### src/rtl/systolic_pkg.sv
// rtl/systolic_pkg.sv - shared mode codes and FSM state type for the systolic array front end
package systolic_pkg;

    // PE mode_ctrl encodings shared by the feeder and every PE
    localparam logic [1:0] MODE_IDLE    = 2'b00;
    localparam logic [1:0] MODE_LOAD    = 2'b01;
    localparam logic [1:0] MODE_COMPUTE = 2'b10;

    typedef enum logic [1:0] {
        ST_IDLE    = 2'd0,
        ST_LOAD_W  = 2'd1,
        ST_COMPUTE = 2'd2,
        ST_DRAIN   = 2'd3
    } feeder_state_e;

endpackage

### src/rtl/skew_line.sv
// rtl/skew_line.sv - enabled shift register that delays one activation row by DEPTH advances
module skew_line #(
    parameter int DEPTH = 1,
    parameter int WIDTH = 8
) (
    input  logic             clk,
    input  logic             rst,
    input  logic             i_en,
    input  logic [WIDTH-1:0] i_data,
    output logic [WIDTH-1:0] o_data
);

    logic [WIDTH-1:0] r_stage [DEPTH];

    // Shift one stage per enabled cycle; the line holds its contents when not enabled
    always_ff @(posedge clk) begin
        if (rst) begin
            for (int i = 0; i < DEPTH; i++) begin
                r_stage[i] <= '0;
            end
        end else if (i_en) begin
            r_stage[0] <= i_data;
            for (int i = 1; i < DEPTH; i++) begin
                r_stage[i] <= r_stage[i-1];
            end
        end
    end

    assign o_data = r_stage[DEPTH-1];

endmodule

### src/rtl/systolic_feeder.sv
// rtl/systolic_feeder.sv - loads weights, skews activations and drains the weight-stationary array
module systolic_feeder
    import systolic_pkg::*;
#(
    parameter int DATA_WIDTH = 8,
    parameter int ARRAY_ROWS = 4,
    parameter int ARRAY_COLS = 4
) (
    input  logic                             clk,
    input  logic                             rst,
    input  logic                             w_valid,
    output logic                             w_ready,
    input  logic [ARRAY_COLS*DATA_WIDTH-1:0] w_data,
    input  logic                             in_valid,
    output logic                             in_ready,
    input  logic [ARRAY_ROWS*DATA_WIDTH-1:0] in_data,
    input  logic                             in_last,
    output logic [1:0]                       mode_ctrl,
    output logic [ARRAY_COLS*DATA_WIDTH-1:0] col_weight_out,
    output logic [ARRAY_ROWS*DATA_WIDTH-1:0] row_data_out,
    output logic                             busy,
    output logic                             done
);

    // One counter serves both the weight-beat count and the drain length
    localparam int CNT_W = $clog2(ARRAY_ROWS + ARRAY_COLS);
    localparam logic [CNT_W-1:0] LOAD_LAST  = CNT_W'(ARRAY_ROWS - 1);
    localparam logic [CNT_W-1:0] DRAIN_LAST = CNT_W'(ARRAY_ROWS + ARRAY_COLS - 2);

    feeder_state_e                    r_state;
    logic [CNT_W-1:0]                 r_cnt;
    logic [1:0]                       r_mode;
    logic [ARRAY_COLS*DATA_WIDTH-1:0] r_col_weight;
    logic [ARRAY_ROWS*DATA_WIDTH-1:0] r_row_data;
    logic                             r_drain_end;
    logic                             r_done;

    logic                  w_wt_acc;
    logic                  w_in_acc;
    logic                  w_drain;
    logic                  w_adv;
    logic [DATA_WIDTH-1:0] w_skew_in  [ARRAY_ROWS];
    logic [DATA_WIDTH-1:0] w_skew_out [ARRAY_ROWS];

    assign w_wt_acc = w_valid  && (r_state == ST_LOAD_W);
    assign w_in_acc = in_valid && (r_state == ST_COMPUTE);
    assign w_drain  = (r_state == ST_DRAIN);
    // Skew lines move only on real data or drain zeros, so bubbles freeze the wavefront
    assign w_adv    = w_in_acc || w_drain;

    generate
        for (genvar r = 0; r < ARRAY_ROWS; r++) begin : g_row
            assign w_skew_in[r] = w_drain ? '0 : in_data[r*DATA_WIDTH +: DATA_WIDTH];
            if (r == 0) begin : g_direct
                assign w_skew_out[r] = w_skew_in[r];
            end else begin : g_skew
                skew_line #(
                    .DEPTH (r),
                    .WIDTH (DATA_WIDTH)
                ) u_skew (
                    .clk    (clk),
                    .rst    (rst),
                    .i_en   (w_adv),
                    .i_data (w_skew_in[r]),
                    .o_data (w_skew_out[r])
                );
            end
        end
    endgenerate

    // Control FSM with registered mode, weight, row data and done outputs
    always_ff @(posedge clk) begin
        if (rst) begin
            r_state      <= ST_IDLE;
            r_cnt        <= '0;
            r_mode       <= MODE_IDLE;
            r_col_weight <= '0;
            r_row_data   <= '0;
            r_drain_end  <= 1'b0;
            r_done       <= 1'b0;
        end else begin
            r_mode      <= MODE_IDLE;
            r_drain_end <= 1'b0;
            // done trails the last drain cycle by one so it lands on the first idle mode cycle
            r_done      <= r_drain_end;
            if (w_adv) begin
                for (int r = 0; r < ARRAY_ROWS; r++) begin
                    r_row_data[r*DATA_WIDTH +: DATA_WIDTH] <= w_skew_out[r];
                end
            end
            case (r_state)
                ST_IDLE: begin
                    r_cnt <= '0;
                    if (w_valid) begin
                        r_state <= ST_LOAD_W;
                    end else if (in_valid) begin
                        r_state <= ST_COMPUTE;
                    end
                end
                ST_LOAD_W: begin
                    if (w_wt_acc) begin
                        r_col_weight <= w_data;
                        r_mode       <= MODE_LOAD;
                        if (r_cnt == LOAD_LAST) begin
                            r_cnt   <= '0;
                            r_state <= ST_IDLE;
                        end else begin
                            r_cnt <= r_cnt + 1'b1;
                        end
                    end
                end
                ST_COMPUTE: begin
                    if (w_in_acc) begin
                        r_mode <= MODE_COMPUTE;
                        if (in_last) begin
                            r_cnt   <= '0;
                            r_state <= ST_DRAIN;
                        end
                    end
                end
                ST_DRAIN: begin
                    r_mode <= MODE_COMPUTE;
                    if (r_cnt == DRAIN_LAST) begin
                        r_cnt       <= '0;
                        r_state     <= ST_IDLE;
                        r_drain_end <= 1'b1;
                    end else begin
                        r_cnt <= r_cnt + 1'b1;
                    end
                end
                default: r_state <= ST_IDLE;
            endcase
        end
    end

    assign w_ready        = (r_state == ST_LOAD_W);
    assign in_ready       = (r_state == ST_COMPUTE);
    assign busy           = (r_state != ST_IDLE);
    assign mode_ctrl      = r_mode;
    assign col_weight_out = r_col_weight;
    assign row_data_out   = r_row_data;
    assign done           = r_done;

endmodule

### config.mk
export PLATFORM = sky130hd
export DESIGN_NAME = systolic_feeder
export DESIGN_NICKNAME = d
export VERILOG_FILES = /design/src/rtl/systolic_pkg.sv /design/src/rtl/skew_line.sv /design/src/rtl/systolic_feeder.sv
export SDC_FILE = /design/constraint.sdc
export NUM_CORES = 1
export LEC_CHECK = 0
export ABC_AREA = 1
export CAP_MARGIN = 20
export CORE_UTILIZATION = 45
export CTS_BUF_LIST = sky130_fd_sc_hd__clkbuf_16
export CTS_CLUSTER_DIAMETER = 200
export DETAILED_ROUTE_END_ITERATION = 16
export PLACE_DENSITY = 0.81
export SYNTH_ARGS = -nofsm -noshare
export SYNTH_HDL_FRONTEND = slang
export SYNTH_SLANG_ARGS = --single-unit
export TNS_END_PERCENT = 1
### constraint.sdc
create_clock -name clk -period 3.1 [get_ports clk]
set_input_delay 0.62 -clock clk [delete_from_list [all_inputs] [get_ports clk]]
set_output_delay 0.62 -clock clk [all_outputs]
set_load 0.05 [all_outputs]
==> run_results.csv, run 1 <==
group,metric,value,unit
drt,drt_pass1_iterations,5,
clocking,cts_hold_buf,0,
cells_and_area,area.sequential,2903,sq um
sta,setup_violations,0,
sta,clock_skew,0.007637,ns
grt,antenna_found_initial,0,
cells_and_area,area_growth,46.16,%
sta,min_period_over_period,87.69,%
clocking,clkTransAtPathRegs,0.05,ns
placement,place_hpwl,7293,um
floorplan,rows,36,
placement,port_buffers,138,
clocking,clockRootBuffer,"clkbuf_16",
floorplan,die_w,103.1,um
worst_hold_path,hp-class,"reg -> reg",
worst_setup_path,crit_fanout,12,
sta,layout_min_cycle_time,2.718,ns
worst_setup_path,slowest_delay,0.83,ns
synth,yosysMostFrequentCell,"nand2_1",
sta,fmax,0.3679,GHz
synth,async_flop_share,0,%
cells_and_area,fillCellCount,746,
floorplan,start_util,46.84,%
floorplan,die_h,103.1,um
cells_and_area,multi_input_comb_area,1333,sq um
synth,synth_area_leaders,"dfxtp_1 (32%), edfxtp_1 (31%), nand2_1 (9.1%)",
clocking,tritoncts,"done",
drt,vias,3828,
drt,drc,0,
worst_hold_path,hold_start,"r_drain_end$_SDFF_PP0_",
synth,yosysSeqAreaShare,63.11,%
grt,grt_pass1_vias,3665,
floorplan,fp.dieArea,10630,sq um
synth,synth_cell_types,20,
worst_setup_path,cpMaxStageDelayCell,"clkdlybuf4s50_1",
clocking,ctsResizeCount,0,
clocking,clock_sinks,121,
power,power.density,816.1,nW/um^2
clocking,clk_path_buf_depth,2,
cells_and_area,post-route-util,68.46,%
cells_and_area,drive_above_1_share,7.295,%
synth,syn_avg_cell_area,9.054,sq um
grt,grt_pass1_wl,16400,um
grt,gr-usage-all-layers,20.66,%
floorplan,ios,139,
synth,syn-instance-count,508,
synth,synth_top_area_share,31.77,%
synth,yosysWarnings,0,
placement,place_congestion,0.8407,
synth,synth_ff_type,"dfxtp_1",
synth,syn_nets,582,
run_status,status,"finished clean",
clocking,htree_levels,4,
worst_setup_path,rr_startpoint,"r_state[1]$_SDFFE_PP0P_",
drt,routedWlPerCell,13.64,um
synth,ys_ff_latch,121,
worst_setup_path,required,2.48,ns
clocking,post_cts_buffers,0,
drt,vias_per_cell,4.839,
synth,syn-cell-area,4599,sq um
synth,synth-edff-count,48,
synth,synthTopCellsByCount,"nand2_1 (111), dfxtp_1 (73), nand3_1 (72)",
synth,synth_top_cell_by_area,"dfxtp_1",
worst_setup_path,startpoint,"r_state[1]$_SDFFE_PP0P_",
run,maxCapViolCount,0,
cells_and_area,nets,719,
drt,wl,10790,um
sta,slew_headroom,63.67,%
drt,drt_iter0_markers,181,
sta,hold_viol,0,
sta,grt_setup_unrepaired,"false",
sta,slew_violations,0,
power,ir_drop,0.4282,mV
worst_setup_path,critical_path.endpoint_type,"output pin",
clocking,cts_buffers,17,
sta,worst_slew_pin_slew,0.5432,ns
floorplan,coreArea,9819,sq um
worst_setup_path,cp-start-kind,"flop",
cells_and_area,antenna_cells,0,
clocking,clk_latency,0.40,ns
power,leakage,2.753,nW
worst_setup_path,worstSetupPathType,"reg -> out",
worst_setup_path,cp.arrival,2.10,ns
worst_setup_path,path_cells,"inv_1 > nor2_1 > clkdlybuf4s50_1",
drt,postRouteAntennaNets,0,
grt,overflow,0,
sta,tns,0,ns
grt,grt_start_max_net_pins,38,
## placed cells by master (no fill, tap or decap), types with 7 or more instances in the layout
master / count
clkdlybuf4s50_1: 138
nand3_1: 72
dfxtp_1: 73
buf_4: 7
nand2_1: 110
a21oi_1: 38
inv_1: 61
nor2_1: 57
clkbuf_16: 17
edfxtp_1: 48
## registers in the layout, summed over array words and instances (netlist names)
name	cells
g_row.g_skew.u_skew.r_stage	48
row_data_out	32
r_cnt	3
mode_ctrl	2
done	1
col_weight_out	32
r_drain_end	1
r_state	2
## cell type report
type | count | area share, %
inverters | 64 | 3.573
repair buffers | 146 | 21.63
clock inverters | 15 | 2.996
multi-input cells | 295 | 19.82
well taps | 133 | 2.475
flip-flops and latches | 121 | 43.18
clock buffers | 17 | 6.328
## metrics by stage
stage	hold slack (ns)	setup WS (ns)	total power (W)	instances	cell area [sq um]
global route	0.4512	0.2476	0.005719	791	6723
floorplan	0.3883	0.5528	0.002985	508	4599
global placement	0.3909	0.6878	0.003422	759	6096
finish	0.4089	0.3816	0.005486	791	6723
CTS	0.4143	0.3645	0.005529	791	6723
detailed placement	0.3997	0.6344	0.003465	759	6096
## per-layer routing
| metal | global-route usage (%) | part of all wire [%] | wire [um] |
|---|---|---|---|
| met5 | 0 | 0 | 0 |
| met4 | 8.776 | 1.3 | 136 |
| met3 | 5.695 | 7.6 | 821 |
| met2 | 38.15 | 53 | 5686 |
| met1 | 22.08 | 38 | 4145 |
## cell families after synthesis
group | after synthesis | share of synthesized area [%]
AND/OR/NAND/NOR | 246 | 22.52
flip-flops | 121 | 63.11
buffers and inverters | 92 | 7.971
AO/OA/AOI/OAI | 44 | 5.033
adder cells (fa/ha/maj) | 5 | 1.360
## worst max-delay path: cells and delay by family (launching register included)
kind                   cells  cell delay [ns]
and+or+nand+nor            1             0.11
DFF                        1             0.62
buffers and inverters      2             0.97
## where the power goes
part | total [W] | internal (W) | switching (W)
Clock | 0.00204 | 0.00135 | 0.000698
Sequential | 0.00208 | 0.00194 | 0.000136
Combinational | 0.00137 | 0.000443 | 0.000922
## worst paths after layout
path | endpoint | slack [ns] | cells after the start
max reg2reg | g_row[3].g_skew.u_skew.r_stage[0][3]$_SDFFCE_PP0P_ | 1.23 | 3
max | in_ready | 0.38 | 3
min reg2reg | done$_SDFF_PP0_ | 0.41 | 2
min | done$_SDFF_PP0_ | 0.41 | 2
(Power assumes the default switching activity.)
==> inputs of run 2 (changes only) <==
- PLACE_DENSITY: 0.81 -> 0.73
==> run 2 against run 1 <==
Compared with the run above: first-iteration DRC count grew 4.4%; hold slack lost 0.0049 ns; die area is the same; non-clock buffer count grew 1; cell count grew 0.13%; fmax grew 0.26%; combinational power is essentially flat; clock-buffer cell count is the same; worst setup slack gained 0.0069 ns; cell area is essentially flat; critical path type unchanged; flip-flop and latch count is the same; clock power is essentially flat.
==> run_results.csv, run 2 (synthesized netlist as in run 1, its figures left out) <==
group,metric,value,unit
sta,hold_ws,0.4040,ns
placement,port_buffers,138,
placement,place_congestion,0.7892,
cells_and_area,largest_register_ffs,48,
worst_setup_path,critPathTopFamily,"buffers and inverters",
drt,drt_pass1_iterations,5,
worst_setup_path,rr_startpoint,"r_state[0]$_SDFFE_PP0P_",
floorplan,fp.dieArea,10630,sq um
worst_setup_path,cpMaxStageDelayCell,"clkdlybuf4s50_1",
sta,clock_skew,0.005757,ns
grt,met3_usage,5.898,%
clocking,clockRootBuffer,"clkbuf_16",
power,finalPower,0.005457,W
worst_setup_path,rrSetupSlack,1.03,ns
run_status,status,"finished clean",
drt,routedWlPerCell,12.89,um
drt,vias,3809,
grt,overflow,0,
grt,grt_pass1_wl,16040,um
floorplan,start_util,46.84,%
power,ir_drop,0.4566,mV
worst_hold_path,hp-class,"reg -> reg",
clocking,clk_latency,0.40,ns
worst_setup_path,cp-start-kind,"flop",
drt,wl,10210,um
cells_and_area,layout_common_cells,"clkdlybuf4s50_1 (138), nand2_1 (110), dfxtp_1 (73)",
clocking,htree_levels,4,
sta,min_period_over_period,87.47,%
worst_setup_path,critical_path.endpoint_type,"output pin",
clocking,cts_buffers,17,
clocking,tritoncts,"done",
floorplan,ios,139,
cells_and_area,area_growth,46.03,%
sta,slew_violations,0,
sta,layout_min_cycle_time,2.711,ns
worst_setup_path,required,2.48,ns
drt,vias_per_cell,4.809,
floorplan,die_h,103.1,um
clocking,clk_path_buf_depth,2,
worst_setup_path,worst-path-stages,3,
grt,grt_start_max_net_pins,49,
sta,slew_headroom,61.01,%
cells_and_area,antenna_cells,0,
grt,antenna_found_initial,0,
worst_setup_path,path_cells,"inv_1 > nor2_1 > clkdlybuf4s50_1",
sta,tns,0,ns
clocking,cts_hold_buf,0,
power,power.density,812.5,nW/um^2
grt,gr-usage-all-layers,20.12,%
cells_and_area,drive_above_1_share,7.436,%
worst_hold_path,min_path_cells,2,
clocking,post_cts_buffers,0,
floorplan,rows,36,
worst_setup_path,worstSetupPathType,"reg -> out",
clocking,clkTransAtPathRegs,0.05,ns
drt,drc,0,
floorplan,coreArea,9819,sq um
power,leakage,2.757,nW
worst_setup_path,cp.arrival,2.09,ns
run,maxCapViolCount,0,
sta,hold_viol,0,
placement,place_hpwl,6925,um
sta,setup_violations,0,
worst_setup_path,rr_worst_depth,7,
sta,fmax,0.3688,GHz
cells_and_area,nets,720,
worst_setup_path,crit_buf_inv,2,
grt,grt-busiest-layer,"met2",
worst_hold_path,hold_start,"r_drain_end$_SDFF_PP0_",
cells_and_area,top_register,"g_row.g_skew.u_skew.r_stage",
floorplan,die_w,103.1,um
cells_and_area,layout.cells.most_common,"clkdlybuf4s50_1",
clocking,ctsResizeCount,0,
grt,grt_pass1_vias,3663,
sta,grt_setup_unrepaired,"false",
grt,use_met1,21.72,%
clocking,clock_sinks,121,
sta,worst_slew_pin_slew,0.5849,ns
grt,met2_usage,35.79,%
drt,drt_iter0_markers,189,
worst_setup_path,reg2reg_to,"col_weight_out[10]$_SDFFE_PP0P_",
worst_setup_path,crit_fanout,12,
worst_hold_path,whs_endpoint,"done$_SDFF_PP0_",
worst_setup_path,slowest_delay,0.82,ns
drt,postRouteAntennaNets,0,
run 2: cell count changes in the layout (fill, tap and decap cells not counted):
cell and delta:
clkinv_2 +1, clkinv_4 +2, inv_1 -1, clkinv_1 +1, buf_4 +2, clkinvlp_4 -2, buf_12 -1, inv_6 -1
run 2: worst register-to-register path: stages, from the launching register on:
cell	delay (ns)
dfxtp_1	0.54
inv_2	0.15
nor2_4	0.11
buf_4	0.34
nand2_1	0.34
buf_4	0.32
nand2_1	0.09
a21oi_1	0.06
run 2: how the worst max path moves through the flow:
| stage | from | end | slack (ns) |
|---|---|---|---|
| after floorplan | in_valid | g_row[1].g_skew.u_skew.r_stage[0][0]$_SDFFCE_PP0P_ | 0.55 |
| after global placement | in_valid | g_row[2].g_skew.u_skew.r_stage[1][2]$_SDFFCE_PN0P_ | 0.66 |
| after detailed placement | in_valid | g_row[3].g_skew.u_skew.r_stage[1][5]$_SDFFCE_PN0P_ | 0.58 |
| after CTS | r_state[1]$_SDFFE_PP0P_ | in_ready | 0.38 |
| after global routing | r_state[1]$_SDFFE_PP0P_ | in_ready | 0.25 |
| final | r_state[1]$_SDFFE_PP0P_ | in_ready | 0.39 |
run 2: area by class of cell:
class / count / area, sq um
tap: 133 / 166.4
sequential: 121 / 2903
inverter: 64 / 240.2
clock buffer: 17 / 425.4
timing repair buffer: 147 / 1449
multi-input combinational: 295 / 1333
clock inverter: 15 / 200.2
fill: 780 / 3103
run 2: metrics by stage:
stage	util [%]	setup WS (ns)	cells	cell area [sq um]
global placement	62.03	0.6636	760	6091
CTS	68.40	0.3785	792	6716
floorplan	-	0.5528	508	4599
finish	68.40	0.3886	792	6716
global route	68.40	0.2548	792	6716
detailed placement	62.03	0.5842	760	6091
run 2: report_power, final:
part	switching (W)	internal [W]	leakage, nW
logic	0.000916	0.000438	1.36
registers	0.000129	0.00194	1.10
clock network	0.000689	0.00134	0.297
run 2: layer usage:
metal  wire (um)  part of all wire (%)
met1        4098                    40
met2        5197                    51
met3         664                   6.5
met5           0                     0
met4         251                   2.5
==> inputs of run 3 (changes only) <==
- SLEW_MARGIN: unset -> 20
==> results of run 3 <==
Same layout as run 2: the final DEF is identical, and so are final timing and power.
